===== config.mk =====
export PLATFORM = sky130hd
export DESIGN_NAME = ifetch_unit
export DESIGN_NICKNAME = d
export VERILOG_FILES = /design/src/rtl/ifetch_unit.sv
export SDC_FILE = /design/constraint.sdc
export NUM_CORES = 1
export LEC_CHECK = 0
export CORE_AREA = 2 2 150 152
export DETAILED_ROUTE_END_ITERATION = 7
export DIE_AREA = 0 0 152 154
export GPL_TIMING_DRIVEN = 1
export PLACE_DENSITY = 0.62
export SETUP_SLACK_MARGIN = 0.02
export SYNTH_ARGS = -nofsm -noshare
export SYNTH_HDL_FRONTEND = slang
export SYNTH_SLANG_ARGS = --single-unit

===== constraint.sdc =====
create_clock -name clk_i -period 3.2 [get_ports clk_i]
set_input_delay 0.64 -clock clk_i [delete_from_list [all_inputs] [get_ports clk_i]]
set_output_delay 0.64 -clock clk_i [all_outputs]
set_load 0.01 [all_outputs]

===== src/rtl/ifetch_unit.sv =====
// ifetch_unit: PC owner issuing single-outstanding imem fetches into a small FIFO for decode, with redirect/flush.
module ifetch_unit #(
    parameter logic [31:0] RESET_PC   = 32'h0000_0000,
    parameter int          FIFO_DEPTH = 2
) (
    input  logic        clk_i,
    input  logic        rst_i,
    input  logic        start_i,
    output logic        imem_req_o,
    output logic [31:0] imem_addr_o,
    input  logic        imem_ready_i,
    input  logic        imem_rvalid_i,
    input  logic [31:0] imem_rdata_i,
    input  logic        redirect_i,
    input  logic [31:0] redirect_pc_i,
    output logic        instr_valid_o,
    output logic [31:0] instr_o,
    output logic [31:0] instr_pc_o,
    input  logic        instr_ready_i
);
    localparam int PW = $clog2(FIFO_DEPTH);
    localparam int CW = PW + 1;
    typedef enum logic [1:0] {IDLE, REQ, WAIT, KILL} state_t;
    state_t state_q, state_d;
    logic [31:0] pc_q, pc_d;
    logic [PW-1:0] wr_q, wr_d, rd_q, rd_d;
    logic [CW-1:0] cnt_q, cnt_d;
    logic [31:0] data_q [FIFO_DEPTH];
    logic [31:0] data_d [FIFO_DEPTH];
    logic [31:0] tag_q [FIFO_DEPTH];
    logic [31:0] tag_d [FIFO_DEPTH];
    logic accept, push, pop, credit;
    always_ff @(posedge clk_i) begin
        if (rst_i) state_q <= IDLE;
        else state_q <= state_d;
    end
    always_ff @(posedge clk_i) begin
        if (rst_i) begin
            pc_q  <= RESET_PC;
            wr_q  <= '0;
            rd_q  <= '0;
            cnt_q <= '0;
        end else begin
            pc_q  <= pc_d;
            wr_q  <= wr_d;
            rd_q  <= rd_d;
            cnt_q <= cnt_d;
        end
        data_q <= data_d;
        tag_q  <= tag_d;
    end
    always_comb begin
        accept = state_q == REQ && imem_ready_i;
        push   = state_q == WAIT && imem_rvalid_i && !redirect_i;
        pop    = instr_valid_o && instr_ready_i && !redirect_i;
        cnt_d  = redirect_i ? '0 : cnt_q + CW'(push) - CW'(pop);
        credit = cnt_d < CW'(FIFO_DEPTH);
        wr_d   = redirect_i ? '0 : wr_q + PW'(push);
        rd_d   = redirect_i ? '0 : rd_q + PW'(pop);
        pc_d   = redirect_i ? (redirect_pc_i & ~32'h3) : accept ? pc_q + 32'd4 : pc_q;
        data_d = data_q;
        tag_d  = tag_q;
        // In WAIT the PC has already advanced past the outstanding fetch
        if (push) begin
            data_d[wr_q] = imem_rdata_i;
            tag_d[wr_q]  = pc_q - 32'd4;
        end
    end
    always_comb begin
        state_d = state_q;
        case (state_q)
            IDLE:    state_d = (start_i && credit) ? REQ : IDLE;
            REQ:     state_d = imem_ready_i ? (redirect_i ? KILL : WAIT) : REQ;
            WAIT:    state_d = imem_rvalid_i ? ((start_i && credit) ? REQ : IDLE) : (redirect_i ? KILL : WAIT);
            KILL:    state_d = imem_rvalid_i ? IDLE : KILL;
            default: state_d = IDLE;
        endcase
    end
    always_comb begin
        imem_req_o    = state_q == REQ;
        imem_addr_o   = pc_q;
        instr_valid_o = cnt_q != '0;
        instr_o       = instr_valid_o ? data_q[rd_q] : '0;
        instr_pc_o    = instr_valid_o ? tag_q[rd_q] : '0;
    end
    assert property (@(posedge clk_i) disable iff (rst_i) push |-> cnt_q < CW'(FIFO_DEPTH));
endmodule

==> summary.md <==
| Metric | Value |
|---|---|
| Drt drc | 0 |
| CTS max path bufs | 2 |
| Worst Path Buf+Inv | 2 |
| IO Port Bufs | 162 |
| CTS tree | done |
| Sequential area share after synthesis | 0.593 |
| Layout fillers | 1973 |
| Rows | 54 |
| Cell area after placement | 9490 um2 |
| Synth area leader | edfxtp_1 |
| # H-tree levels | 4 |
| Initial Util | 0.345 |
| Worst endpoint data arrival time | 2.23 ns |
| CTS Hold Buffers Added | 0 |
| Syn Inst Count | 644 |
| Total die area | 23400 um2 |
| Largest stage delay, worst path | 0.72 ns |
| CP max-delay cell | dfxtp_4 |
| Setup_tns | 0 ns |
| Worst slew pin tran | 0.743 ns |
| Worst VDD drop | 0.000341 V |
| Total Power Consumption | 4.79 mW |
| Die height | 154 um |
| Top post-synthesis cells by area | edfxtp_1 50%, dfxtp_1 9.6%, mux2i_1 8.3%, nor2_1 4.9%, xnor2_1 3.0% |
| CTS Sinks | 160 |
| Pwr Density | 475 nW/um2 |
| Post-synth EDFFs | 124 |
| Slew headroom | 0.501 |
| Antenna Nets Post-Route | 0 |
| Remaining Overflow, GRT | 0 |
| Mean Syn Cell Area | 11.6 um2 |
| Worst Clk Skew | 0.0173 ns |
| Gpl congestion | 0.795 |
| Via count | 5360 |
| Largest net degree at the start of global routing | 63 |
| Syn Std Cell Area | 7490 um2 |
| Fin crit period | 2.87 ns |
| Postcts setup bufs | 0 |
| Max Fclk | 0.349 GHz |
| Clk slew on worst S/H paths | 0.06 ns |
| Vias/cell | 4.94 |
| Register bit total from synthesis | 160 |
| CP Cell Sequence | buf_4, mux2i_1, nor2_1, clkdlybuf4s50_1 |
| DP Cell Count | 1054 |
| Yosys warns | 0 |
| Final Max Tran Viols | 0 |
| Status | finished clean |
| Hold Vio Cnt, Final | 0 |
| Worst path top cell family by delay | buffers and inverters |
| Final WL | 17800 um |
| Worst Hold Class | reg2reg |
| Setup crit start kind | flop |
| Layout area overhead | 34.6% |
| CTS resizes | 0 |
| Setup violations, final | 0 |
| Core Area | 21700 um2 |
| DR iter-0 viols | 347 |
| Global-route usage over all layers | 0.151 |
| Initial antenna violation count | 0 |
| Num CTS Buffers | 17 |
| Layout cells sized above 1 | 0.0757 |
| Post-synth ARST share | 0 |
| Antenna Cells | 0 |
| Crit Path Class | reg2out |
| Most frequent cells after synthesis | 124 x edfxtp_1, 97 x nor2_1, 62 x mux2i_1 |
| Layout Cells excl Fill | 1086 |
| Die width | 152 um |
| IO Count | 169 |
| Vias in the first global route | 4981 |
| WP data required | 2.56 ns |
| Final Cycle Share | 0.896 |
| Clk_lat worst skew | 0.43 ns |
| Yosys cell types | 51 |
| Dpl hpwl | 12300 um |
| Crit end category | output pin |
| CTS Root Cell | clkbuf_16 |
| TritonRoute pass-1 iters | 5 |
| Max-cap violations | 0 |
| Post-Layout Inst Area | 10100 um2 |
| Unrepaired setup endpoints after global routing | no |
| Wire per inst | 16.4 um |
| Top-area cell type share of the netlist area | 0.497 |
| Crit path max fanout | 29 |
| Leak | 3.21 nW |
| First-pass GRT wire length | 27700 um |
| Count leader, synth | edfxtp_1 |
| Fin nets | 870 |
| Primary FF master, synth | edfxtp_1 |
==> placed cells by master (no fill, tap or decap), types with 10 or more instances in the layout <==
cell / instances
clkbuf_16: 17
nor3_1: 19
nand3_1: 18
nand2_1: 27
clkdlybuf4s50_1: 162
nor4_1: 18
dfxtp_1: 35
xnor2_1: 26
nor2_1: 96
nand4_1: 15
a211oi_1: 13
buf_4: 12
inv_1: 16
edfxtp_1: 124
xor2_1: 14
or4_1: 10
mux2i_1: 62
==> final timing paths <==
path	start	to	slack, ns	depth (start not counted)
max	rd_q$_SDFF_PP0_	instr_o[18]	0.33	4
min	state_q[1]$_SDFF_PP0_	state_q[1]$_SDFF_PP0_	0.58	2
max reg2reg	cnt_q[1]$_SDFF_PP0_	state_q[0]$_SDFF_PP0_	0.82	11
min reg2reg	state_q[1]$_SDFF_PP0_	state_q[1]$_SDFF_PP0_	0.58	2
==> through the flow <==
| step | util | hold slack, ns | setup WS [ns] |
|---|---|---|---|
| after global placement | 0.438 | 0.565 | 0.289 |
| after global routing | 0.465 | 0.631 | 0.189 |
| final | 0.465 | 0.582 | 0.332 |
| after floorplan | - | 0.523 | -0.136 |
| after detailed placement | 0.438 | 0.578 | 0.272 |
| after CTS | 0.465 | 0.587 | 0.280 |
==> final cells by class <==
class                      count  area [um2]  area share
clock buffer                  18         429      0.0426
tap                          280         350      0.0348
timing repair buffer         181        1850       0.184
inverter                      16        60.1     0.00596
sequential                   160        4450       0.441
clock inverter                14         158      0.0156
multi-input combinational    417        2780       0.276
==> layer usage <==
| metal | share of wire | vias to the layer above | global-route usage |
|---|---|---|---|
| li1 | - | 2662 | - |
| met1 | 0.47 | 2534 | 0.208 |
| met2 | 0.46 | 154 | 0.238 |
| met3 | 0.053 | 10 | 0.0395 |
| met4 | 0.0076 | 0 | 0.0405 |
| met5 | 0 | - | 0 |
==> kinds of logic (layout without fill, tap and decap cells) <==
group,count (synthesis),count (layout),synth area share
flops,160,160,0.593
xor+xnor,40,40,0.0468
compound gates,50,50,0.0500
other cells,1,4,0.000501
mux,62,62,0.0829
fa+ha+maj,6,6,0.0100
simple gates,255,255,0.178
buf+inv,70,229,0.0386
==> registers in the layout, indices dropped and copies added, names as in the netlist <==
register and cells:
imem_addr_o 30, wr_q 1, rd_q 1, tag_q 60, state_q 2, data_q 64, cnt_q 2
==> power by group <==
group,leakage (nW),switching [mW],internal [mW]
clock,0.273,0.856,1.16
combinational,1.51,0.188,0.217
sequential,1.42,0.0772,2.29
==> tightest hold or removal path: stages (launching register included) <==
cell and delay [ns]:
dfxtp_1 0.35, nand2b_1 0.12, a21oi_1 0.07
Power figures use the tool's default switching activity.
